===== config.mk =====
export PLATFORM = sky130hd
export DESIGN_NAME = bsg_downstream_deser_fifo
export DESIGN_NICKNAME = d
export VERILOG_FILES = /design/src/rtl/bsg_downstream_deser_fifo.sv
export SDC_FILE = /design/constraint.sdc
export NUM_CORES = 1
export LEC_CHECK = 0
export CORE_ASPECT_RATIO = 0.7
export CORE_MARGIN = 2
export CORE_UTILIZATION = 59
export CTS_BUF_LIST = sky130_fd_sc_hd__clkbuf_2 sky130_fd_sc_hd__clkbuf_4 sky130_fd_sc_hd__clkbuf_8
export DETAILED_ROUTE_END_ITERATION = 16
export DONT_BUFFER_PORTS = 1
export PLACE_DENSITY = 0.75
export SLEW_MARGIN = 30
export SYNTH_ARGS = -nofsm -noshare
export SYNTH_HDL_FRONTEND = slang
export SYNTH_SLANG_ARGS = --single-unit

===== constraint.sdc =====
create_clock -name clk -period 2.6 [get_ports clk]
set_input_delay 0.13 -clock clk [delete_from_list [all_inputs] [get_ports clk]]
set_output_delay 0.13 -clock clk [all_outputs]
set_load 0.05 [all_outputs]

===== src/rtl/bsg_downstream_deser_fifo.sv =====
// Downstream receive stage: packs IO_W-bit beats into CORE_W-bit words, queues
// up to DEPTH words for the core, and returns one credit token per word popped.
module bsg_downstream_deser_fifo #(
    parameter int IO_W  = 8,
    parameter int BEATS = 4,
    parameter int DEPTH = 4
) (
    input  logic                          clk,
    input  logic                          rst,
    input  logic                          io_valid_in,
    input  logic [IO_W-1:0]               io_data_in,
    output logic                          io_token_out,
    output logic                          core_valid_out,
    output logic [IO_W*BEATS-1:0]         core_data_out,
    input  logic                          core_ready,
    output logic                          full,
    output logic [$clog2(DEPTH):0]        count,
    output logic [$clog2(BEATS)-1:0]      beat_cnt,
    output logic                          overflow_err
);

    localparam int CORE_W = IO_W * BEATS;
    localparam int AW     = $clog2(DEPTH);
    localparam int BW     = $clog2(BEATS);

    logic [CORE_W-1:0] asm_q, asm_d;
    logic [BW-1:0]     beatCnt_q, beatCnt_d;
    logic [AW:0]       wptr_q, wptr_d, rptr_q, rptr_d;
    logic              token_q, token_d;
    logic              overflow_q, overflow_d;
    logic [CORE_W-1:0] mem_q [DEPTH];

    logic empty, isFull, lastBeat, pop, push;

    assign empty    = (wptr_q == rptr_q);
    assign isFull   = (wptr_q[AW] != rptr_q[AW]) && (wptr_q[AW-1:0] == rptr_q[AW-1:0]);
    assign lastBeat = io_valid_in && (beatCnt_q == BW'(BEATS - 1));
    assign pop      = !empty && core_ready;
    // A full FIFO still accepts the word if the head leaves on the same edge.
    assign push     = !rst && lastBeat && (!isFull || pop);

    always_comb begin
        asm_d      = asm_q;
        beatCnt_d  = beatCnt_q;
        wptr_d     = wptr_q;
        rptr_d     = rptr_q;
        overflow_d = overflow_q;
        token_d    = pop;
        if (io_valid_in) begin
            asm_d[int'(beatCnt_q) * IO_W +: IO_W] = io_data_in;
            beatCnt_d = lastBeat ? '0 : beatCnt_q + BW'(1);
        end
        if (push) begin
            wptr_d = wptr_q + (AW+1)'(1);
        end else if (lastBeat) begin
            overflow_d = 1'b1;
        end
        if (pop) begin
            rptr_d = rptr_q + (AW+1)'(1);
        end
    end

    always_ff @(posedge clk) begin
        if (rst) begin
            asm_q      <= '0;
            beatCnt_q  <= '0;
            wptr_q     <= '0;
            rptr_q     <= '0;
            token_q    <= 1'b0;
            overflow_q <= 1'b0;
        end else begin
            asm_q      <= asm_d;
            beatCnt_q  <= beatCnt_d;
            wptr_q     <= wptr_d;
            rptr_q     <= rptr_d;
            token_q    <= token_d;
            overflow_q <= overflow_d;
        end
    end

    // Storage needs no reset: the output is gated while the FIFO is empty.
    always_ff @(posedge clk) begin
        if (push) begin
            mem_q[wptr_q[AW-1:0]] <= asm_d;
        end
    end

    assign core_valid_out = !empty;
    assign core_data_out  = empty ? '0 : mem_q[rptr_q[AW-1:0]];
    assign io_token_out   = token_q;
    assign full           = isFull;
    assign count          = wptr_q - rptr_q;
    assign beat_cnt       = beatCnt_q;
    assign overflow_err   = overflow_q;

endmodule


==> reports/qor.yml, run 1 <==
worstMarginPinSlew_ps: 764.5
period_needed_ps: 2499
die_y_um: 94.50
ff2ff_setup_slack_ps: 100
synth_mux_area_frac: 0.1124
numCtsBuffers: 17
synth_top_family_by_area: "multiplexers"
power_density_nw_per_um2: 788.7
ys_seq_elements: 172
syn_inst: 446
cp-end-kind: "flip-flop"
synth_compound_area_frac: 0.04785
stdcell_count: 682
startpoint_type: "flip-flop"
reg2reg_to: "asm_q[6]$_SDFF_PP0_"
gr-usage-all-layers: 0.2283
dpl.hpwl_mm: 8.708
critical_path.cell_chain: "clkinv_1 > ha_2 > and4b_1 > a32oi_1 > nor2_1 > dlygate4sd3_1"
grt_max_degree: 45
hold_ws_ps: 34.13
synth_nets: 471
setup_viol: 0
ant_nets: 0
post_drt_wl_per_cell_um: 20.08
stdcell_area_um2: 8009
hp-class: "in -> reg"
core-area_um2: 11560
first_pass_iters: 5
die_x_um: 133.3
clk_latency_ps: 440
ys_seq_area_frac: 0.6844
slew_violations: 0
dp_slack_ps: 326.8
grt_pass1_wl_mm: 21.11
async_flop_share: 0
crit_required_ps: 2930
via_count: 3947
yosysWarnings: 0
gp_congestion: 0.8204
dp_cells: 632
drcViolationCount: 0
place_area_um2: 7396
root_buffer: "clkbuf_8"
final_core_util: 0.6927
wl_met3_um: 997
drtIter0Drc: 355
io-pin-count: 53
tns_ps: 0
via_per_inst: 5.787
crit_type: "reg -> reg"
cp_num_buf_inv: 2
io_buffers: 0
nets: 537
yosys.area_share.simple: 0.09208
finalHoldViolCount: 0
gr-total-overflow: 0
r2r_start: "beat_cnt[0]$_SDFFE_PP0P_"
drive_gt1_frac: 0.2476
cts.path.max_buffers: 2
synth_ff_type: "edfxtp_1"
crit_path_top_delay_cell: "dlygate4sd3_1"
top_layer: "met4"
clkTransAtPathRegs_ps: 90
synth.avg_cell_area_um2: 15.48
ir_drop_uv: 583.5
fin_ws_ps: 100.7
cp_top_family: "buffers and inverters"
slowest_delay_ps: 570
synth_xor_area_frac: 0.004894
status: "finished, final reports clean"
cts.sinks: 172
synth_cell_types: 38
r2r_cells: 6
post_cts_buffers: 0
rsz0062_at_grt: "true"
synth_edf_count: 128
wl_met2_mm: 6.435
min_from: "io_valid_in"
antenna_found_initial: 0
crit_arrival_ps: 2830
relSlewSlack: 0.4890
wl_mm: 13.70
start_util: 0.5971
crit_end: "asm_q[6]$_SDFF_PP0_"
grt_pass1_vias: 3866
fmax_mhz: 400.1
n_antenna_cell: 0
drt-met1-wl_mm: 6.202
rows: 33
p_leak_nw: 2.971
synthToLayoutAreaGrowth_pct: 16.02
htreeDepth: 4
cp-startpoint: "beat_cnt[0]$_SDFFE_PP0P_"
syn_area_um2: 6903
tritoncts: "done"
cap_violations: 0
worst-path-max-fanout: 8
skew_ps: 12.90
power.total_mw: 6.317
period_share: 0.9613
synth-adder-area-share: 0.02465
dieArea_um2: 12590
path_depth: 6
## cell usage in the layout (no fill, tap or decap), drive strengths merged, types with 13 or more instances in the layout
master | netlist | routed
a21oi | 13 | 13
a32oi | 24 | 24
buf | 15 | 51
clkbuf | 6 | 17
dfxtp | 44 | 44
dlygate4sd3 | 0 | 17
edfxtp | 128 | 128
inv | 35 | 41
mux4 | 32 | 32
nand2 | 24 | 24
nor2 | 32 | 32
nor2b | 41 | 41
## synthesized netlist by cell type, types with 2 or more instances
| cell type | number | area share |
|---|---|---|
| nor2_1 | 31 | 0.017 |
| dfxtp_1 | 44 | 0.13 |
| buf_1 | 6 | 0.0033 |
| mux4_2 | 32 | 0.10 |
| buf_2 | 6 | 0.0044 |
| buf_4 | 3 | 0.0033 |
| a21oi_1 | 12 | 0.0087 |
| and4b_1 | 2 | 0.0029 |
| edfxtp_1 | 128 | 0.56 |
| nand3_1 | 9 | 0.0065 |
| clkbuf_1 | 6 | 0.0033 |
| nand2_1 | 24 | 0.013 |
| nor2b_1 | 41 | 0.037 |
| ha_1 | 12 | 0.022 |
| a32oi_1 | 24 | 0.030 |
| xnor2_1 | 2 | 0.0025 |
| mux2_2 | 4 | 0.0065 |
| inv_1 | 35 | 0.019 |
| and2_1 | 2 | 0.0018 |
| and3b_1 | 2 | 0.0025 |
| and3_1 | 4 | 0.0036 |
## where the power goes
group	switching, mW	internal [mW]
sequential	0.0374	2.94
combinational	0.947	0.441
clock	0.980	0.968
## worst min path at each step
stage,slack (ps),depth (start not counted),endpoint
floorplan,300,2,io_token_out$_SDFF_PP0_
global placement,210,1,beat_cnt[1]$_SDFFE_PP0P_
detailed placement,210,1,beat_cnt[1]$_SDFFE_PP0P_
CTS,7,3,wptr_q[2]$_SDFFE_PP0P_
global route,30,3,wptr_q[2]$_SDFFE_PP0P_
finish,30,3,wptr_q[2]$_SDFFE_PP0P_
## final cells by class
class | count | area, um2
clock buffers | 17 | 234.0
multi-input cells | 217 | 1956
flip-flops and latches | 172 | 4726
well taps | 157 | 196.4
clock inverters | 15 | 183.9
fillers | 775 | 3552
repair buffers | 68 | 578.1
inverters | 36 | 135.1
## what timing repair did
action / in CTS / in global routing
hold endpoints to repair: 75 / 0
hold buffers: 18 / 0
resized for setup: 0 / 2
setup endpoints to repair: 0 / 3
## kinds of logic (layout without fill, tap and decap cells)
kind of cell | Yosys count | in the layout
muxes | 37 | 37
adders and majority gates | 13 | 13
AOI/OAI and AO/OA | 43 | 43
DFF | 172 | 172
xor gates and xnor gates | 3 | 3
buffers and inverters | 57 | 136
and+or+nand+nor | 121 | 121
## sequential cells by signal (all words and copies together) (netlist names), named ones only
| register | flops |
|---|---|
| rptr_q | 3 |
| overflow_err | 1 |
| beat_cnt | 2 |
| asm_q | 32 |
| mem_q | 128 |
| wptr_q | 3 |
| io_token_out | 1 |
## per-layer routing
| layer | vias to the layer above | track usage |
|---|---|---|
| met4 | 0 | 0.04610 |
| met1 | 2003 | 0.3248 |
| met5 | - | 0 |
| li1 | 1788 | - |
| met3 | 6 | 0.06388 |
| met2 | 150 | 0.3608 |
## worst reg2reg max path: stages, from the launching register on
cell,delay (ps)
dfxtp_1,460
clkinv_1,200
ha_2,450
and4b_1,310
a32oi_1,320
nor2_1,80
dlygate4sd3_1,570
Note: power is estimated with default switching activity, not from simulation.
==> inputs of run 2 (changes only) <==
--- a/config.mk
+++ b/config.mk
@@ -7,7 +7,7 @@
 export LEC_CHECK = 0
 export CORE_ASPECT_RATIO = 0.7
 export CORE_MARGIN = 2
-export CORE_UTILIZATION = 59
+export CORE_UTILIZATION = 62
 export CTS_BUF_LIST = sky130_fd_sc_hd__clkbuf_2 sky130_fd_sc_hd__clkbuf_4 sky130_fd_sc_hd__clkbuf_8
 export DETAILED_ROUTE_END_ITERATION = 16
 export DONT_BUFFER_PORTS = 1
==> constraint.sdc (replaced) <==
create_clock -name clk -period 3.2 [get_ports clk]
set_input_delay 0.16 -clock clk [delete_from_list [all_inputs] [get_ports clk]]
set_output_delay 0.16 -clock clk [all_outputs]
set_load 0.05 [all_outputs]
==> reports/qor.yml, run 2 (synthesis gave the netlist of run 1 again) <==
dpl.hpwl_mm: 8.257  # -5.2%
final_core_util: 0.7283  # +0.03550
final_cell_mix: "128 x edfxtp_1, 45 x buf_4, 43 x dfxtp_1"
power.total_mw: 5.301  # -16%
status: "finished, final reports clean"
drcViolationCount: 0  # unchanged
core-area_um2: 10930  # -5.5%
largest_reg_flops: 128  # unchanged
period_needed_ps: 2698  # +198.6 ps
comb_power_share: 0.209  # -0.011
dp_slack_ps: 610.1  # +283.4 ps
crit_arrival_ps: 2980  # +150 ps
slew_violations: 0  # unchanged
via_per_inst: 5.802  # +0.26%
relSlewSlack: 0.3916  # -0.09737
post_drt_wl_per_cell_um: 20.18  # +0.49%
pwr-share-seq: 0.458  # -0.014
fin_ws_ps: 502.0  # +401.4 ps
hp-class: "in -> reg"
p_int_mw: 3.773  # -13%
clk_latency_ps: 430  # about the same
first_pass_iters: 5  # unchanged
die_x_um: 130.1  # -2.4%
tritoncts: "done"
cap_violations: 0  # unchanged
numCtsBuffers: 17  # unchanged
nFillCells: 686  # -11%
grt_pass1_wl_mm: 20.95  # -0.75%
rows: 32  # -3.0%
crit_type: "reg -> reg"
setup_viol: 0  # unchanged
tns_ps: 0  # unchanged
finalHoldViolCount: 0  # unchanged
clkTransAtPathRegs_ps: 90  # about the same
io-pin-count: 53  # unchanged
synthToLayoutAreaGrowth_pct: 15.32
post_cts_buffers: 0  # unchanged
gr-usage-all-layers: 0.2410  # +0.01274
cts.path.max_buffers: 2  # unchanged
period_share: 0.8431  # -0.1182
cts_hold_buf: 12  # -6
worstMarginPinSlew_ps: 909.2  # +144.7 ps
dieArea_um2: 12010  # -4.7%
grt_max_degree: 43  # -4.4%
die_y_um: 92.28  # -2.3%
power_frac_clock: 0.333  # +0.025
htreeDepth: 4  # unchanged
drtIter0Drc: 325  # -8.5%
io_buffers: 0  # unchanged
p_leak_nw: 2.951  # -0.69%
drive_gt1_frac: 0.2291  # -0.01849
layout_commonest_cell: "edfxtp_1"
regArea_um2: 4726  # unchanged
crit_required_ps: 3480  # +550 ps
cp-end-kind: "flip-flop"
startpoint_type: "flip-flop"
gp_congestion: 0.7704  # -6.1%
wl_mm: 13.48  # -1.6%
gr-total-overflow: 0  # unchanged
fmax_mhz: 370.7  # -7.4%
worst-path-max-fanout: 11  # +3
cts_resized: 0  # unchanged
p_sw_mw: 1.529  # -22%
via_count: 3876  # -1.8%
rsz0062_at_grt: "false"
ant_nets: 0  # unchanged
skew_ps: 12.48  # -0.4158 ps
root_buffer: "clkbuf_8"
start_util: 0.6315  # +0.03445
nets: 527  # -1.9%
grt_pass1_vias: 3799  # -1.7%
ir_drop_uv: 508.0  # -13%
power_density_nw_per_um2: 666.0  # -16%
antenna_found_initial: 0  # unchanged
cts.sinks: 172  # unchanged
swShare: 0.2884  # -0.02253
n_antenna_cell: 0  # unchanged
multi_input_area_um2: 1946  # -0.51%
==> run 2: cell count changes in the layout (fill, tap and decap cells not counted), moves of 3 or more <==
cell and delta:
and3_1 +4, dlygate4sd3_1 -6, inv_6 -3, and3_2 -4
bufinv_16 +3, clkbuf_4 +3, buf_4 -4, clkinvlp_4 -3
==> run 2: final timing paths <==
path	startpoint	endpoint	slack (ps)	depth (start not counted)
max	beat_cnt[0]$_SDFFE_PP0P_	mem_q[1][22]$_DFFE_PP_	500	6
min reg2reg	asm_q[19]$_SDFF_PP0_	asm_q[19]$_SDFF_PP0_	470	2
min	rst	beat_cnt[0]$_SDFFE_PP0P_	30	2
max reg2reg	beat_cnt[0]$_SDFFE_PP0P_	mem_q[1][22]$_DFFE_PP_	500	6
==> run 2: layout make-up <==
type                       count  share of cell area
timing repair buffer          58             0.06130
inverter                      36             0.01698
tap                          153             0.02405
clock inverter                12             0.02735
multi-input combinational    217              0.2444
clock buffer                  20             0.03222
sequential                   172              0.5937
==> run 2: per-stage QoR <==
step,cells,instance area (um2),hold WS (ps)
final,668,7960,30.04
after CTS,668,7960,2.220
after detailed placement,624,7356,240.7
after floorplan,446,6903,328.6
after global placement,624,7356,239.1
after global routing,668,7960,13.70
==> run 2: critical path, cell delays in order (launching register included) <==
cell,delay (ps)
dfxtp_1,310
buf_4,250
clkinv_1,320
ha_1,530
nor4b_2,740
nand3_1,220
nand2_1,170
==> run 2: power groups by stage <==
| stage | sequential, mW | clock [mW] | combinational, mW |
|---|---|---|---|
| floorplan | 2.46 | 0 | 0.820 |
| global placement | 2.48 | 0 | 1.07 |
| detailed placement | 2.48 | 0 | 1.08 |
| CTS | 2.43 | 1.79 | 1.11 |
| global route | 2.43 | 1.87 | 1.16 |
| finish | 2.43 | 1.77 | 1.11 |
==> run 2: per-layer routing <==
layer | GRT usage | part of all wire
met5 | 0 | 0
met1 | 0.3373 | 0.44
met4 | 0.06989 | 0.012
met2 | 0.3743 | 0.48
met3 | 0.06943 | 0.067
==> inputs of run 3 (changes only) <==
--- a/config.mk
+++ b/config.mk
@@ -5,9 +5,10 @@
 export SDC_FILE = /design/constraint.sdc
 export NUM_CORES = 1
 export LEC_CHECK = 0
+export ABC_AREA = 1
 export CORE_ASPECT_RATIO = 0.7
 export CORE_MARGIN = 2
-export CORE_UTILIZATION = 62
+export CORE_UTILIZATION = 59
 export CTS_BUF_LIST = sky130_fd_sc_hd__clkbuf_2 sky130_fd_sc_hd__clkbuf_4 sky130_fd_sc_hd__clkbuf_8
 export DETAILED_ROUTE_END_ITERATION = 16
 export DONT_BUFFER_PORTS = 1
==> constraint.sdc (replaced) <==
create_clock -name clk -period 2.2 [get_ports clk]
set_input_delay 0.11 -clock clk [delete_from_list [all_inputs] [get_ports clk]]
set_output_delay 0.11 -clock clk [all_outputs]
set_load 0.05 [all_outputs]
==> reports/qor.yml, run 3 <==
cap_violations: 0  # unchanged
setup_viol: 0  # unchanged
cts.sinks: 172  # unchanged
pwr-share-seq: 0.574  # +0.116
tritoncts: "done"
synth_most_common_cell: "nor2_1"
synthToLayoutAreaGrowth_pct: 21.55
post_drt_wl_per_cell_um: 18.21  # -9.8%
first_pass_iters: 5  # unchanged
swShare: 0.2251  # -0.06327
drcViolationCount: 0  # unchanged
io_buffers: 0  # unchanged
synth_cell_types: 30  # -21%
tns_ps: 0  # unchanged
core-area_um2: 12290  # +12%
synth_edf_count: 128  # unchanged
via_count: 5017  # +29%
synth_nets: 696  # +48%
worst-path-max-fanout: 16  # +5
cts.path.max_buffers: 2  # unchanged
regArea_um2: 4738  # +0.26%
ys_seq_elements: 172  # unchanged
grt_pass1_vias: 4943  # +30%
p_leak_nw: 3.270  # +11%
cp-end-kind: "output port"
finalHoldViolCount: 0  # unchanged
p_int_mw: 4.693  # +24%
hp-class: "in -> reg"
root_buffer: "clkbuf_8"
ant_nets: 0  # unchanged
final_core_util: 0.7251  # -0.003134
hold_ws_ps: 42.87  # +12.83 ps
synth.avg_cell_area_um2: 10.93  # -29%
stdcell_count: 902  # +35%
skew_ps: 12.38  # -0.1014 ps
rsz0062_at_grt: "false"
io-pin-count: 53  # unchanged
relSlewSlack: 0.5724  # +0.1808
grt_max_degree: 41  # -4.7%
crit_arrival_ps: 2010  # -970 ps
largest_reg_flops: 128  # unchanged
numCtsBuffers: 17  # unchanged
drtIter0Drc: 520  # +60%
synthTopCellsByCount: "145 x nor2_1, 128 x edfxtp_1, 88 x nand2_1"
rows: 34  # +6.3%
ir_drop_uv: 455.9  # -10%
die_x_um: 137.3  # +5.5%
p_sw_mw: 1.363  # -11%
period_needed_ps: 2125
via_per_inst: 5.562  # -4.1%
die_y_um: 97.29  # +5.4%
syn_inst: 671  # +50%
power_density_nw_per_um2: 679.3  # +2.0%
syn_area_um2: 7335  # +6.3%
dp_cells: 850  # +36%
gp_congestion: 0.8667  # +13%
yosysWarnings: 0  # unchanged
nets: 752  # +43%
power_frac_clock: 0.377  # +0.044
comb_power_share: 0.049  # -0.160
power.total_mw: 6.056  # +14%
gr-total-overflow: 0  # unchanged
clk_latency_ps: 460  # +30 ps
final_cell_mix: "141 x nor2_1, 128 x edfxtp_1, 87 x nand2_1"
multi_input_area_um2: 2357  # +21%
start_util: 0.5966  # -0.03494
fmax_mhz: 470.7
crit_type: "reg -> out"
antenna_found_initial: 0  # unchanged
crit_required_ps: 2090  # -1390 ps
worstMarginPinSlew_ps: 640.5  # -268.7 ps
layout_commonest_cell: "nor2_1"
period_share: 0.9657
synth_top_area_cell: "edfxtp_1"
htreeDepth: 4  # unchanged
synth_ff_type: "edfxtp_1"
gr-usage-all-layers: 0.2557  # +0.01469
ys_seq_area_frac: 0.6441  # -0.04028
n_antenna_cell: 0  # unchanged
synth_top_area_share: 0.5241  # -0.03277
slew_violations: 0  # unchanged
grt_pass1_wl_mm: 25.53  # +22%
dieArea_um2: 13350  # +11%
async_flop_share: 0  # unchanged
wl_mm: 16.43  # +22%
nFillCells: 796  # +16%
synth_area_leaders: "edfxtp_1 52%, dfxtp_1 12%, nor2_1 7.4%, nand2_1 4.5%, a21oi_2 4.1%"
drive_gt1_frac: 0.2284  # -0.0007478
status: "finished, final reports clean"
clkTransAtPathRegs_ps: 90  # about the same
dpl.hpwl_mm: 9.858  # +19%
startpoint_type: "flip-flop"
==> run 3: what timing repair did <==
item	4_1_cts	5_1_grt
endpoints found under the setup margin	32	33
hold buffers	14	0
pin swaps	1	2
gates cloned	0	3
buffers inserted	0	3
hold endpoints to repair	92	0
resized for setup	12	23
==> run 3: area by class of cell <==
class / count / area share
clock buffer: 18 / 0.02709
clock inverter: 14 / 0.01909
inverter: 49 / 0.02456
multi-input combinational: 421 / 0.2644
sequential: 172 / 0.5315
tap: 162 / 0.02274
timing repair buffer: 64 / 0.1075
timing repair inverter: 2 / 0.003088
==> run 3: worst paths after layout <==
kind	startpoint	endpoint	slack, ps	depth (start not counted)
worst min register to register	asm_q[28]$_SDFF_PP0_	asm_q[28]$_SDFF_PP0_	480	2
worst max-delay path	wptr_q[0]$_SDFFE_PP0P_	core_data_out[13]	80	8
worst min-delay path	io_data_in[7]	asm_q[15]$_SDFF_PP0_	40	4
worst max register to register	beat_cnt[0]$_SDFFE_PP0P_	wptr_q[2]$_SDFFE_PP0P_	120	7
==> run 3: logic make-up after synthesis <==
logic type      Yosys count  share of synthesized area
flops                   172                     0.6441
fa+ha+maj                13                    0.02320
buf+inv                  79                    0.05851
simple gates            269                     0.1571
compound gates          135                     0.1134
xor+xnor                  3                   0.003583
==> run 3: stage by stage <==
stage / cell area (um2) / worst slack [ps]
after floorplan: 7367 / 59.14
after global placement: 8115 / 231.0
after detailed placement: 8115 / 159.6
after CTS: 8737 / -8.435
after global routing: 8915 / 4.506
final: 8915 / 75.44
==> run 3: power groups by stage <==
stage | logic, mW | clock network [mW] | registers (mW)
after global routing | 0.318 | 2.41 | 3.48
final | 0.298 | 2.28 | 3.47
after CTS | 0.285 | 2.28 | 3.48
after global placement | 0.226 | 0 | 3.55
after detailed placement | 0.235 | 0 | 3.55
after floorplan | 0.173 | 0 | 3.56
==> run 3: per-layer routing <==
layer  GRT usage  wire length [um]  share of wire  vias to the layer above
met5           0                 0              0                        -
met3     0.06886              1532          0.093                       15
li1            -                 -              -                     2381
met1      0.3599              6974           0.42                     2413
met2      0.3980              7810           0.48                      208
met4     0.06423               110         0.0067                        0
==> run 3: critical path, cell delays in order (launching register included) <==
cell	delay (ps)
dfxtp_4	380
inv_2	60
ha_4	240
nand2_4	80
inv_4	50
nand2_8	240
inv_12	130
a21oi_4	190
buf_12	160
